==> src/rtl/chnl_rx.sv <==
// Riffa CHNL receive channel: accepts host transfers, buffers beats in a fifo and
// repacks them into RX_WIDTH-bit stream words; non-aligned tails are consumed and dropped.

module fifo #(
  parameter int W     = 32,
  parameter int DEPTH = 16
) (
  input  logic         clk_i,
  input  logic         srst_i,
  input  logic         in_val,
  output logic         in_rdy,
  input  logic [W-1:0] in_data,
  output logic         out_val,
  input  logic         out_rdy,
  output logic [W-1:0] out_data
);
  localparam int AW = $clog2(DEPTH);

  logic [W-1:0]  mem [DEPTH];
  logic [AW-1:0] wr_ptr, rd_ptr;
  logic [AW:0]   count;
  logic          push, pop;

  assign in_rdy   = (count != (AW+1)'(DEPTH));
  assign out_val  = (count != '0);
  assign out_data = mem[rd_ptr];
  assign push     = in_val & in_rdy;
  assign pop      = out_val & out_rdy;

  always_ff @(posedge clk_i) begin
    if (srst_i) begin
      wr_ptr <= '0;
      rd_ptr <= '0;
      count  <= '0;
    end else begin
      if (push) wr_ptr <= wr_ptr + 1'b1;
      if (pop)  rd_ptr <= rd_ptr + 1'b1;
      count <= count + (AW+1)'(push) - (AW+1)'(pop);
    end
  end

  always_ff @(posedge clk_i) begin
    if (push) mem[wr_ptr] <= in_data;
  end
endmodule

module repacker #(
  parameter int IN  = 2,
  parameter int OUT = 1,
  parameter int W   = 32
) (
  input  logic            clk_i,
  input  logic            rst_ni,
  input  logic            in_val,
  output logic            in_rdy,
  input  logic [IN*W-1:0] in_data,
  output logic            out_val,
  input  logic            out_rdy,
  output logic [OUT*W-1:0] out_data
);
  localparam int BUFN = IN + OUT;
  localparam int CW   = $clog2(BUFN + 1);

  // Word 0 of the holding buffer is always the oldest word.
  logic [BUFN*W-1:0] pk_q, pk_d;
  logic [CW-1:0]     cnt_q, cnt_d, cnt_mid;
  logic              push, pop;

  assign in_rdy   = (cnt_q <= CW'(OUT));
  assign out_val  = (cnt_q >= CW'(OUT));
  assign out_data = pk_q[OUT*W-1:0];
  assign push     = in_val & in_rdy;
  assign pop      = out_val & out_rdy;

  always_comb begin
    pk_d    = pk_q;
    cnt_mid = cnt_q;
    if (pop) begin
      pk_d    = pk_q >> (OUT*W);
      cnt_mid = cnt_q - CW'(OUT);
    end
    cnt_d = cnt_mid;
    if (push) begin
      for (int i = 0; i < IN; i++) begin
        pk_d[(int'(cnt_mid) + i)*W +: W] = in_data[i*W +: W];
      end
      cnt_d = cnt_mid + CW'(IN);
    end
  end

  always_ff @(posedge clk_i or negedge rst_ni) begin
    if (!rst_ni) cnt_q <= '0;
    else         cnt_q <= cnt_d;
  end

  always_ff @(posedge clk_i) begin
    pk_q <= pk_d;
  end
endmodule

module chnl_rx #(
  parameter int C_PCI_DATA_WIDTH = 32,
  parameter int RX_WIDTH         = 32,
  parameter int GCD              = 32,
  parameter int CHNL_ALIGN       = 4,
  parameter int FIFO_DEPTH       = 16
) (
  input  logic                        clk_i,
  input  logic                        rst_ni,
  output logic                        o_val,
  input  logic                        o_rdy,
  output logic [RX_WIDTH-1:0]         o_data,
  output logic                        o_trunc,
  output logic                        CHNL_RX_CLK,
  input  logic                        CHNL_RX,
  output logic                        CHNL_RX_ACK,
  input  logic                        CHNL_RX_LAST,
  input  logic [31:0]                 CHNL_RX_LEN,
  input  logic [30:0]                 CHNL_RX_OFF,
  input  logic [C_PCI_DATA_WIDTH-1:0] CHNL_RX_DATA,
  input  logic                        CHNL_RX_DATA_VALID,
  output logic                        CHNL_RX_DATA_REN
);
  localparam int WPB   = C_PCI_DATA_WIDTH / 32;
  localparam int ALIGN = CHNL_ALIGN / WPB;

  typedef enum logic [2:0] {S_IDLE, S_ACK, S_RECV, S_DRAIN, S_DONE} state_t;

  state_t      state_q, state_d;
  logic [31:0] fwd_q, fwd_d, total_q, total_d;
  logic [31:0] fwd_init, total_init;
  logic [32:0] len_round;
  logic        fifo_in_rdy, fifo_out_val, rp_in_rdy, xfer;
  logic [C_PCI_DATA_WIDTH-1:0] fifo_out_data;
  logic        unused_ok;

  assign unused_ok   = ^{CHNL_RX_LAST, CHNL_RX_OFF};
  assign CHNL_RX_CLK = clk_i;

  // Forwarded beats cover whole alignment groups; the rest of the length is drained.
  assign fwd_init   = (CHNL_RX_LEN / 32'(CHNL_ALIGN)) * 32'(ALIGN);
  assign len_round  = {1'b0, CHNL_RX_LEN} + 33'(WPB - 1);
  assign total_init = 32'(len_round / 33'(WPB));

  // REN follows fifo space directly so a full fifo never loses a beat.
  assign CHNL_RX_DATA_REN = (state_q == S_RECV) ? fifo_in_rdy : (state_q == S_DRAIN);
  assign xfer             = CHNL_RX_DATA_VALID & CHNL_RX_DATA_REN;

  always_comb begin
    state_d     = state_q;
    fwd_d       = fwd_q;
    total_d     = total_q;
    CHNL_RX_ACK = 1'b0;
    o_trunc     = 1'b0;
    case (state_q)
      S_IDLE: begin
        if (CHNL_RX) begin
          fwd_d   = fwd_init;
          total_d = total_init;
          state_d = S_ACK;
        end
      end
      S_ACK: begin
        CHNL_RX_ACK = 1'b1;
        o_trunc     = (total_q > fwd_q);
        if (fwd_q != '0)        state_d = S_RECV;
        else if (total_q != '0) state_d = S_DRAIN;
        else                    state_d = S_DONE;
      end
      S_RECV: begin
        if (xfer) begin
          fwd_d   = fwd_q - 1'b1;
          total_d = total_q - 1'b1;
          if (fwd_q == 32'd1) state_d = (total_q == 32'd1) ? S_DONE : S_DRAIN;
        end else if (!CHNL_RX) begin
          state_d = S_IDLE;
        end
      end
      S_DRAIN: begin
        if (xfer) begin
          total_d = total_q - 1'b1;
          if (total_q == 32'd1) state_d = S_DONE;
        end else if (!CHNL_RX) begin
          state_d = S_IDLE;
        end
      end
      S_DONE: begin
        if (!CHNL_RX) state_d = S_IDLE;
      end
      default: state_d = S_IDLE;
    endcase
  end

  always_ff @(posedge clk_i or negedge rst_ni) begin
    if (!rst_ni) begin
      state_q <= S_IDLE;
      fwd_q   <= '0;
      total_q <= '0;
    end else begin
      state_q <= state_d;
      fwd_q   <= fwd_d;
      total_q <= total_d;
    end
  end

  fifo #(.W(C_PCI_DATA_WIDTH), .DEPTH(FIFO_DEPTH)) u_fifo (
    .clk_i    (clk_i),
    .srst_i   (!rst_ni),
    .in_val   (xfer && (state_q == S_RECV)),
    .in_rdy   (fifo_in_rdy),
    .in_data  (CHNL_RX_DATA),
    .out_val  (fifo_out_val),
    .out_rdy  (rp_in_rdy),
    .out_data (fifo_out_data)
  );

  repacker #(.IN(C_PCI_DATA_WIDTH / GCD), .OUT(RX_WIDTH / GCD), .W(GCD)) u_repacker (
    .clk_i    (clk_i),
    .rst_ni   (rst_ni),
    .in_val   (fifo_out_val),
    .in_rdy   (rp_in_rdy),
    .in_data  (fifo_out_data),
    .out_val  (o_val),
    .out_rdy  (o_rdy),
    .out_data (o_data)
  );
endmodule

==> config.mk <==
export PLATFORM = sky130hd
export DESIGN_NAME = chnl_rx
export DESIGN_NICKNAME = d
export VERILOG_FILES = /design/src/rtl/chnl_rx.sv
export SDC_FILE = /design/constraint.sdc
export NUM_CORES = 1
export LEC_CHECK = 0
export ABC_CLOCK_PERIOD_IN_PS = 6910
export BUFFER_PORTS_ARGS = -buffer_cell sky130_fd_sc_hd__buf_2
export CAP_MARGIN = 15
export CELL_PAD_IN_SITES_DETAIL_PLACEMENT = 2
export CELL_PAD_IN_SITES_GLOBAL_PLACEMENT = 2
export CORE_MARGIN = 2
export CORE_UTILIZATION = 40
export DETAILED_ROUTE_END_ITERATION = 6
export GPL_ROUTABILITY_DRIVEN = 0
export PLACE_DENSITY = 0.82
export RECOVER_POWER = 100
export SYNTH_ARGS = -nofsm -noshare
export SYNTH_HDL_FRONTEND = slang
export SYNTH_HIERARCHICAL = 1
export SYNTH_SLANG_ARGS = --single-unit
==> constraint.sdc <==
create_clock -name clk_i -period 6.91 [get_ports clk_i]
set_input_delay 1.382 -clock clk_i [delete_from_list [all_inputs] [get_ports clk_i]]
set_output_delay 1.382 -clock clk_i [all_outputs]
set_load 0.02 [all_outputs]
# After elaboration in Yosys (flattened, before gate mapping)
# Memories as Yosys holds them, arrays and structs flattened. A register that Yosys moved wholly into a read port is not among the register bits.
# Cells that the tools add are included.
totals:
  ff_bits: 146
  latchBits: 0
  ramBits: 512
  romBits: 0
  input_bits: 101
  memories: 1
op_classes:
  addsub: 9
  n_mul: 0
  n_div: 0
  magnitude_cmp: 3
  n_eq_ne: 12
  shifts: 2
  mux: 28
  bitwise: 4
  n_reduce_logical: 11
memory_table:
  columns: ["name", "words", "width", "read_ports", "rd_clocked_by_memory_dff", "wr", "line", "source"]
  rows:
  - ["u_fifo.mem", 16, 32, 1, 1, 1, "19", "logic [W-1:0] mem [DEPTH];"]
op_table:
  columns: ["operator", "count"]
  rows:
  - ["32-bit 2-to-1 mux", 4]
  - ["64-bit 2-to-1 mux", 2]
  - ["32-bit case mux with 2 select lines", 2]
  - ["64-bit bitwise mux", 1]
  - ["32-bit by 1-bit equality test with 1-bit output, second input constant", 2]
  - ["32-bit nonzero test", 2]
  - ["32-bit by 33-bit variable shift with 64-bit output, first input constant", 1]
  - ["32-bit by 33-bit indexed part select with 64-bit output", 1]
  - ["32-bit by 1-bit subtractor with 32-bit output, second input constant", 2]
  - ["7-bit negation with 33-bit output", 1]
  - ["32-bit greater-than comparator", 1]
  - ["3-bit 2-to-1 mux", 9]
  - ["3-bit case mux with 5 select lines", 1]
  - ["3-bit AND reduction", 3]
  - ["4-bit by 1-bit adder with 4-bit output, second input constant", 2]
  - ["4-bit 2-to-1 mux", 2]
  - ["3-bit by 2-bit equality test with 1-bit output, second input constant", 2]
  - ["5-bit by 1-bit adder with 5-bit output", 1]
  - ["1-bit 2-to-1 mux", 5]
  - ["5-bit != test, second input constant", 1]
  - ["5-bit nonzero test", 1]
  - ["5-bit by 1-bit subtractor with 5-bit output", 1]
  - ["1-bit AND", 4]
  - ["2-bit 2-to-1 mux", 2]
  - ["other kinds (14)", 16]

# Logic depth before layout (Yosys ltp)
# Gate-level depths: netlist of run 1.
depth:
  ltp_word: 7
  depth_mapped: 18

# Hierarchy
# Netlist of run 1, hierarchy kept.
modules_own_cells:
  columns: ["module", "instances", "cells_per_inst", "area_each_um2"]
  rows:
  - ["fifo", 1, 893, 20019.2]
  - ["chnl_rx", 1, 672, 5212.5]
  - ["repacker", 1, 319, 3266.9]

==> results of run 1 <==
worst max-delay path, stage by stage (launching register included):
cell                       delay, ns
sky130_fd_sc_hd__dfrtp_1        0.59
sky130_fd_sc_hd__nand2b_1       1.09
sky130_fd_sc_hd__nor2_4         0.34
sky130_fd_sc_hd__buf_4          0.49
sky130_fd_sc_hd__nand2_1        0.27
sky130_fd_sc_hd__inv_1          0.30
sky130_fd_sc_hd__nand2_1        0.35
sky130_fd_sc_hd__nor3b_1        0.57
sky130_fd_sc_hd__and2_2         0.75
sky130_fd_sc_hd__clkbuf_2       0.76
power breakdown:
group          internal, W  switching (W)  leakage, nW  total (W)
Clock              0.00233        0.00170         1.18    0.00403
Combinational      0.00140        0.00255         3.32    0.00395
Sequential         0.00464       0.000482         6.06    0.00512
worst min-delay path by stage:
stage | startpoint | end | slack, ns | cells past startpoint
detailed placement | u_repacker/pk_q[57] | u_repacker/pk_q[57] | 0.46 | 1
CTS | rst_ni | total_q[29] | 0.46 | 1
global placement | u_repacker/pk_q[59] | u_repacker/pk_q[59] | 0.45 | 1
global route | u_repacker/pk_q[59] | u_repacker/pk_q[59] | 0.49 | 1
floorplan | u_repacker/pk_q[32] | u_repacker/pk_q[32] | 0.44 | 1
finish | u_repacker/pk_q[40] | u_repacker/pk_q[40] | 0.47 | 1
logic make-up after synthesis:
family,after synthesis,share of synthesized area [%]
buffers and inverters,211,3.70
AOI/OAI and AO/OA,373,9.04
xor gates and xnor gates,9,0.342
and+or+nand+nor,414,7.53
DFF,662,65.7
muxes,161,11.3
adders and majority gates,54,2.40
flip-flops by register name, indices dropped and copies added, names as in the netlist, named ones only:
register / cells
fwd_q: 32
state_q: 3
total_q: 32
u_fifo/count: 5
u_fifo/mem: 512
u_fifo/rd_ptr: 4
u_fifo/wr_ptr: 4
u_repacker/cnt_q: 2
u_repacker/pk_q: 64
synth_stat cells, types with 46 or more instances:
library cell	n
sky130_fd_sc_hd__a22oi_1	71
sky130_fd_sc_hd__edfxtp_1	512
sky130_fd_sc_hd__clkbuf_1	61
sky130_fd_sc_hd__ha_1	53
sky130_fd_sc_hd__mux4_2	128
sky130_fd_sc_hd__nor2_1	84
sky130_fd_sc_hd__a21oi_1	86
sky130_fd_sc_hd__dfxtp_1	81
sky130_fd_sc_hd__nand3_1	46
sky130_fd_sc_hd__nand2_1	104
sky130_fd_sc_hd__dfrtp_1	69
sky130_fd_sc_hd__o21ai_0	65
sky130_fd_sc_hd__inv_1	60
metal layers:
layer	wire length [um]	up-vias	GRT usage, %
li1	-	7544	-
met1	37800	9863	32.9
met2	51200	702	47.8
met3	5820	185	4.85
met4	3660	10	10.2
met5	70	-	0
final cells by class:
type / count / area, sq um
flip-flops and latches: 662 / 18700
fillers: 6662 / 38300
clock buffers: 98 / 2010
well taps: 940 / 1180
clock inverters: 36 / 408
repair buffers: 142 / 678
multi-input cells: 1011 / 8770
inverters: 60 / 225
through the flow:
step                util (%)  total power (W)  instances  hold WS (ns)  instance area [sq um]
floorplan                  -          0.00786       1884         0.441                  28500
global placement        42.4          0.00871       2816         0.446                  29800
detailed placement      42.4          0.00905       2816         0.457                  29800
CTS                     45.8           0.0132       2949         0.458                  32200
global route            45.5           0.0137       2949         0.488                  32000
finish                  45.5           0.0131       2949         0.470                  32000
==> summary.md, run 1 <==
Status
• status: finished with violations
• violations in the final reports: capacitance limit, slew limit

Setup path
• endpoint kind of the worst setup timing path: flip-flop
• critical path class: flip-flop to flip-flop
• worst reg2reg setup slack: 0.97 ns
• Arr. time, crit path: 6.30 ns
• type of origin of the critical path: flip-flop
• startpoint of the worst setup timing path: state_q[1]
• r2r startpoint: state_q[1]
• worst flop-to-flop path endpoint: u_fifo/mem[6][23]
• critical path capture point: u_fifo/mem[6][23]
• worst reg2reg path depth: 9
• required time at the worst-slack endpoint: 7.26 ns
• largest fanout on the critical path: 46

Timing
• worst slew slack as a fraction of its limit: -97.4%
• post-route minimum period: 5.94 ns
• maximum clock skew at final layout: 0.0239 ns
• setup TNS after final layout: 0 ns
• actual transition at the worst max-transition pin: 2.95 ns
• maximum clock rate: 168 MHz
• Final Cycle Share: 86.0%
• final setup violating endpoints: 0
• worst-case setup margin in the final layout: 0.968 ns
• count of endpoints failing hold in the final timing report: 0
• RSZ-0062 raised after global routing: no
• Final Max Slew Viols: 244

Layout
• Net count, final: 2108
• commonest cells after routing, fill and taps aside: sky130_fd_sc_hd__edfxtp_1, sky130_fd_sc_hd__mux4_2, sky130_fd_sc_hd__nand2_1
• Area growth, synth to finish: 12.3%
• # diodes: 0
• fraction of layout instances using a drive strength above 1: 16.6%
• most frequent standard cell in the layout excluding fill and tap cells: sky130_fd_sc_hd__edfxtp_1

Synth
• number of flops mapped to enable cells by yosys: 512
• net count of the mapped netlist: 2039
• cell accounting for the most synthesized area: sky130_fd_sc_hd__edfxtp_1
• cell count after synthesis: 1884
• mean post-synth cell area: 15.1 sq um
• share of the synthesized area in the top cell type: 53.9%
• flop and latch count out of synthesis: 662
• sequential cell area fraction in the yosys report: 65.7%
• Yosys cell types: 80
• top area cells in the synthesized netlist: sky130_fd_sc_hd__edfxtp_1, sky130_fd_sc_hd__mux4_2, sky130_fd_sc_hd__dfrtp_1
• Post-Synthesis Cell Area: 28500 sq um
• fraction of registers with async set/reset: 10.4%
• warning count from the yosys run: 6
• most instantiated flip-flop cell in the synthesis netlist: sky130_fd_sc_hd__edfxtp_1

Floorplan
• row count: 97
• Core Area: 70300 sq um
• die outline width: 271 um
• starting density of the core: 40.6%
• number of top-level pins: 138
• die area: 73400 sq um
• Die Y: 271 um

Pwr
• cell area power density: 410 nW/um^2
• maximum vdd ir drop: 0.250 mV
• leakage dissipation: 10.6 nW

Flow run
• number of max-capacitance violations reported: 8

Global route
• largest net degree at the start of global routing: 79
• via count of the first global-routing pass: 20100
• first-pass GRT wire length: 144 mm
• overall overflow remaining after global route: 0
• initial antenna violation count: 8
• Global Route Usage Sum: 27.1%

Routing
• total wire length after detailed routing: 98.6 mm
• via density per instance: 6.21
• number of detailed-route iterations in the first pass: 5
• Routed Antenna Nets: 0
• number of DRC markers in iteration 0: 1692
• vias post-DR: 18300
• remaining design rule violation count: 0
• average wire length per cell after detail routing: 33.4 um

Clocking
• post-CTS setup buffer count: 0
• CTS resizes: 0
• hold buffers post-CTS: 0
• TritonCTS clock tree: done
• Reg clk slew, reported paths: 0.06 ns
• source-to-sink clock delay at the later pin of the worst-skew pair: 0.75 ns

Placement
• worst slack, placed: 1.86 ns
• Port Buffers: 105
• detailed placer's ending HPWL: 61.7 mm

Min path
• worst hold path type: flip-flop to flip-flop

(Power assumes the default switching activity.)
==> run 2, diff against run 1 <==
Settings changed: ABC_AREA set to 1, CORE_UTILIZATION 40 to 39, PLACE_DENSITY 0.82 to 0.9.
==> summary.md, run 2 <==
Status
• status: finished with violations
• violations in the final reports: capacitance limit, slew limit

Setup path
• largest fanout on the critical path: 29
• required time at the worst-slack endpoint: 7.29 ns
• endpoint kind of the worst setup timing path: flip-flop
• CP bufs+invs: 6
• crit path max-delay cell type: sky130_fd_sc_hd__nor2_1
• maximum cell stage delay along the critical path: 1.21 ns
• critical path class: flip-flop to flip-flop
• type of origin of the critical path: flip-flop
• Arr. time, crit path: 6.30 ns
• family with the most delay on the worst path: buffers and inverters
• critical path's most frequent cell: sky130_fd_sc_hd__nand2_1
• cells traversed along the worst timing path: inv_1 > nand2_1 > clkbuf_1 > nor2_4 > nand2_1 > inv_1 > nand2_1 > inv_1 > nand2_1 > inv_1 > nand2_1 > nor2_1 > clkbuf_2
• worst reg2reg setup slack: 0.99 ns

Global route
• Global Route Usage Sum: 32.9%
• initial antenna violation count: 5
• via count of the first global-routing pass: 31500
• overall overflow remaining after global route: 0
• largest net degree at the start of global routing: 114
• first-pass GRT wire length: 210 mm

Timing
• actual transition at the worst max-transition pin: 2.82 ns
• maximum clock rate: 169 MHz
• final setup violating endpoints: 0
• RSZ-0062 raised after global routing: no
• count of endpoints failing hold in the final timing report: 0
• setup TNS after final layout: 0 ns
• Final Cycle Share: 85.7%
• worst slew slack as a fraction of its limit: -88.3%
• Final Max Slew Viols: 495
• post-route minimum period: 5.92 ns
• maximum clock skew at final layout: 0.0346 ns
• worst-case setup margin in the final layout: 0.991 ns

Placement
• detailed placer's ending HPWL: 80.6 mm
• cell count after placement: 4775
• Placement Cell Area: 33700 sq um
• worst slack, placed: 1.94 ns
• Port Buffers: 105

Synth
• net count of the mapped netlist: 3908
• fraction of registers with async set/reset: 10.4%
• warning count from the yosys run: 6
• Post-Synthesis Cell Area: 32700 sq um
• sequential cell area fraction in the yosys report: 57.2%
• flop and latch count out of synthesis: 662
• cell count after synthesis: 3753
• share of the synthesized area in the top cell type: 47.0%
• Yosys cell types: 44
• top area cells in the synthesized netlist: sky130_fd_sc_hd__edfxtp_1, sky130_fd_sc_hd__nand2_1, sky130_fd_sc_hd__nand3_1
• most instantiated flip-flop cell in the synthesis netlist: sky130_fd_sc_hd__edfxtp_1
• cell accounting for the most synthesized area: sky130_fd_sc_hd__edfxtp_1
• mean post-synth cell area: 8.72 sq um
• commonest cells in the synthesized netlist: sky130_fd_sc_hd__nand2_1, sky130_fd_sc_hd__inv_1, sky130_fd_sc_hd__edfxtp_1, sky130_fd_sc_hd__nand3_1, sky130_fd_sc_hd__nor2_1
• most common cell in the netlist: sky130_fd_sc_hd__nand2_1
• number of flops mapped to enable cells by yosys: 512

Min path
• worst hold path type: flip-flop to flip-flop

Layout
• leading registers by flop count: u_fifo/mem: 512 flops, u_repacker/pk_q: 64 flops
• commonest cells after routing, fill and taps aside: sky130_fd_sc_hd__nand2_1, sky130_fd_sc_hd__inv_1, sky130_fd_sc_hd__edfxtp_1
• Area growth, synth to finish: 9.74%
• Finished Layout Cells: 4918
• top register by number of flip-flops: u_fifo/mem
• Net count, final: 3933
• Finished Cell Area: 35900 sq um
• filler cell count: 9076
• Largest register FFs: 512
• most frequent standard cell in the layout excluding fill and tap cells: sky130_fd_sc_hd__nand2_1
• fraction of layout instances using a drive strength above 1: 5.84%

Pwr
• leakage dissipation: 15.8 nW
• maximum vdd ir drop: 0.210 mV
• cell area power density: 439 nW/um^2

Clocking
• CTS resizes: 0
• Reg clk slew, reported paths: 0.06 ns
• TritonCTS clock tree: done
• hold buffers post-CTS: 0
• post-CTS setup buffer count: 0
• source-to-sink clock delay at the later pin of the worst-skew pair: 0.77 ns

Routing
• remaining design rule violation count: 0
• vias post-DR: 28000
• total wire length after detailed routing: 142 mm
• via density per instance: 5.69
• average wire length per cell after detail routing: 28.9 um
• number of DRC markers in iteration 0: 2281
• number of detailed-route iterations in the first pass: 5
• Routed Antenna Nets: 0

Floorplan
• starting density of the core: 39.2%
• Core Area: 83400 sq um
• Die Y: 294 um
• die outline width: 294 um
• die area: 86300 sq um
• number of top-level pins: 138
• row count: 106

Flow run
• number of max-capacitance violations reported: 20

==> run 2: worst reg2reg max path: cells and delay by family, from the launching register on <==
kind | cells | cell delay, ns
buffers and inverters | 6 | 2.64
flip-flops | 1 | 0.43
AND/OR/NAND/NOR | 7 | 2.38
==> run 2: stage by stage <==
stage               total power (W)  utilization (%)  hold slack, ns
detailed placement           0.0112             40.4           0.543
floorplan                   0.00940                -           0.479
global placement             0.0107             40.4           0.506
global route                 0.0165             43.1           0.593
finish                       0.0158             43.1           0.555
CTS                          0.0158             43.3           0.550
==> run 2: layout make-up <==
type	count	area (sq um)	area share (%)
Antenna cell	1	2.50	0.00696
Clock buffer	105	2180	6.06
Clock inverter	38	284	0.790
Inverter	624	2360	6.57
Multi-Input combinational cell	2270	10400	28.8
Sequential cell	662	18700	52.1
Tap cell	1080	1350	3.76
Timing Repair Buffer	138	658	1.83
==> run 2: final timing paths <==
kind,startpoint,endpoint,depth (start not counted)
max in group asynchronous,rst_ni,total_q[9],2
min reg2reg,u_repacker/pk_q[49],u_repacker/pk_q[49],4
max,state_q[2],u_fifo/mem[12][11],13
max reg2reg,state_q[2],u_fifo/mem[12][11],13
min,u_repacker/pk_q[49],u_repacker/pk_q[49],4
min in group asynchronous,rst_ni,u_repacker/cnt_q[1],1
==> run 2: metal layers <==
metal / routed length (um) / global-route usage [%]
met3: 8740 / 5.82
met1: 52400 / 37.2
met4: 9710 / 21.1
met2: 71400 / 57.5
met5: 50 / 0
==> run 2: kinds of logic after synthesis <==
group | after synthesis | share of synthesized area [%]
AND/OR/NAND/NOR | 1980 | 25.3
buffers and inverters | 821 | 11.3
flip-flops | 662 | 57.2
AO/OA/AOI/OAI | 221 | 3.75
adder cells (fa/ha/maj) | 54 | 2.09
XOR/XNOR | 15 | 0.401
==> run 2: power breakdown <==
group / switching (W) / internal, W / total (W)
registers: 0.000554 / 0.00473 / 0.00528
logic: 0.00478 / 0.00155 / 0.00634
clock network: 0.00183 / 0.00233 / 0.00417
==> run 3, diff against run 2 <==
Settings changed: PLACE_DENSITY 0.9 to 0.79.
==> summary.md, run 3 (synthesized netlist as in run 2, its figures left out) <==
Status
• status: finished with violations
• violations in the final reports: capacitance limit, slew limit

Placement
• worst slack, placed: 1.94 ns
• Port Buffers: 105
• detailed placer's ending HPWL: 69.6 mm
• cell count after placement: 4778
• Placement Cell Area: 33700 sq um

Setup path
• required time at the worst-slack endpoint: 7.25 ns
• worst flop-to-flop path endpoint: u_fifo/mem[3][27]
• crit path max-delay cell type: sky130_fd_sc_hd__nor2_1
• endpoint kind of the worst setup timing path: flip-flop
• maximum cell stage delay along the critical path: 2.02 ns
• cells traversed along the worst timing path: inv_1 > ha_1 > nand4_1 > nor2_1 > nor2_4 > nand2_1 > inv_1 > nand2_1 > inv_1 > nand2_1 > inv_1 > nand2_1 > nor2_1 > clkbuf_1
• largest fanout on the critical path: 18
• Arr. time, crit path: 6.16 ns
• startpoint of the worst setup timing path: u_fifo/count[2]
• worst reg2reg setup slack: 1.09 ns
• type of origin of the critical path: flip-flop
• worst reg2reg path depth: 14
• critical path class: flip-flop to flip-flop
• r2r startpoint: u_fifo/count[2]

Min path
• cell depth of the worst hold path: 4
• min-delay src: u_repacker/pk_q[40]
• worst hold path type: flip-flop to flip-flop
• endpoint with the worst hold slack: u_repacker/pk_q[40]

Timing
• count of endpoints failing hold in the final timing report: 0
• maximum clock skew at final layout: 0.0288 ns
• RSZ-0062 raised after global routing: no
• actual transition at the worst max-transition pin: 3.50 ns
• maximum clock rate: 172 MHz
• worst slew slack as a fraction of its limit: -133%
• final setup violating endpoints: 0
• Final Max Slew Viols: 630
• setup TNS after final layout: 0 ns
• Final Cycle Share: 84.3%
• worst-case setup margin in the final layout: 1.09 ns
• post-route minimum period: 5.82 ns

Layout
• fraction of layout instances using a drive strength above 1: 5.36%
• Area growth, synth to finish: 9.84%
• most frequent standard cell in the layout excluding fill and tap cells: sky130_fd_sc_hd__nand2_1
• top register by number of flip-flops: u_fifo/mem
• Largest register FFs: 512
• Finished Cell Area: 36000 sq um
• leading registers by flop count: u_fifo/mem: 512 flops, u_repacker/pk_q: 64 flops
• Net count, final: 3936
• commonest cells after routing, fill and taps aside: sky130_fd_sc_hd__nand2_1, sky130_fd_sc_hd__inv_1, sky130_fd_sc_hd__edfxtp_1
• Finished Layout Cells: 4921

Floorplan
• row count: 106
• starting density of the core: 39.2%
• die outline width: 294 um
• Core Area: 83400 sq um
• Die Y: 294 um
• die area: 86300 sq um
• number of top-level pins: 138

Routing
• Routed Antenna Nets: 0
• number of DRC markers in iteration 0: 1528
• total wire length after detailed routing: 116 mm
• average wire length per cell after detail routing: 23.5 um
• number of detailed-route iterations in the first pass: 5
• via density per instance: 5.28
• remaining design rule violation count: 0
• vias post-DR: 26000

Pwr
• maximum vdd ir drop: 0.304 mV
• leakage dissipation: 15.8 nW
• cell area power density: 420 nW/um^2

Global route
• via count of the first global-routing pass: 28400
• initial antenna violation count: 4
• first-pass GRT wire length: 174 mm
• largest net degree at the start of global routing: 151
• overall overflow remaining after global route: 0
• Global Route Usage Sum: 26.8%

Clocking
• hold buffers post-CTS: 0
• Reg clk slew, reported paths: 0.05 ns
• source-to-sink clock delay at the later pin of the worst-skew pair: 0.76 ns
• post-CTS setup buffer count: 0
• TritonCTS clock tree: done
• CTS resizes: 0

Flow run
• number of max-capacitance violations reported: 26

## run 3: cell types whose count changed in the layout (fill, tap and decap cells not counted), sizes merged
cell | before | now
clkbuf | 183 | 190
buf | 60 | 57
inv | 628 | 625
bufinv | 3 | 4
clkinvlp | 0 | 1
## run 3: where the power goes
group | internal (W) | switching (W)
sequential | 0.00473 | 0.000503
clock | 0.00239 | 0.00175
combinational | 0.00151 | 0.00423
## run 3: layer usage
metal	part of all wire [%]	GRT usage (%)	vias to the layer above
met1	42	33.4	13300
met2	50	47.3	496
met4	3.6	10.8	6
li1	-	-	12000
met5	0.035	0	-
met3	3.8	3.35	226
## run 3: worst max-delay path, delay by kind of cell, from the launching register on
kind / cells / cell delay (ns)
and+or+nand+nor: 8 / 3.06
buffers and inverters: 5 / 1.81
DFF: 1 / 0.33
adders and majority gates: 1 / 0.22
## run 3: worst max path at each step
stage                        end  slack, ns  depth (start not counted)
2_1_floorplan        CHNL_RX_CLK       1.94                          1
3_3_place_gp         CHNL_RX_CLK       1.94                          1
3_5_place_dp         CHNL_RX_CLK       1.94                          1
4_1_cts              CHNL_RX_CLK       1.67                          3
5_1_grt        u_fifo/mem[3][27]       0.86                         14
6_report       u_fifo/mem[3][27]       1.09                         14
## run 3: final cells by class
class / count / area [sq um]
fillers: 9269 / 47500
flip-flops and latches: 662 / 18700
multi-input cells: 2270 / 10300
inverters: 624 / 2360
clock buffers: 106 / 2200
well taps: 1080 / 1350
repair buffers: 141 / 666
clock inverters: 37 / 329
diodes: 1 / 2.50
## run 3: per-stage QoR
stage	hold slack (ns)	total power (W)	utilization, %
finish	0.539	0.0151	43.1
global route	0.574	0.0161	43.1
CTS	0.520	0.0153	43.5
detailed placement	0.533	0.0111	40.4
global placement	0.514	0.0108	40.4
floorplan	0.479	0.00940	-
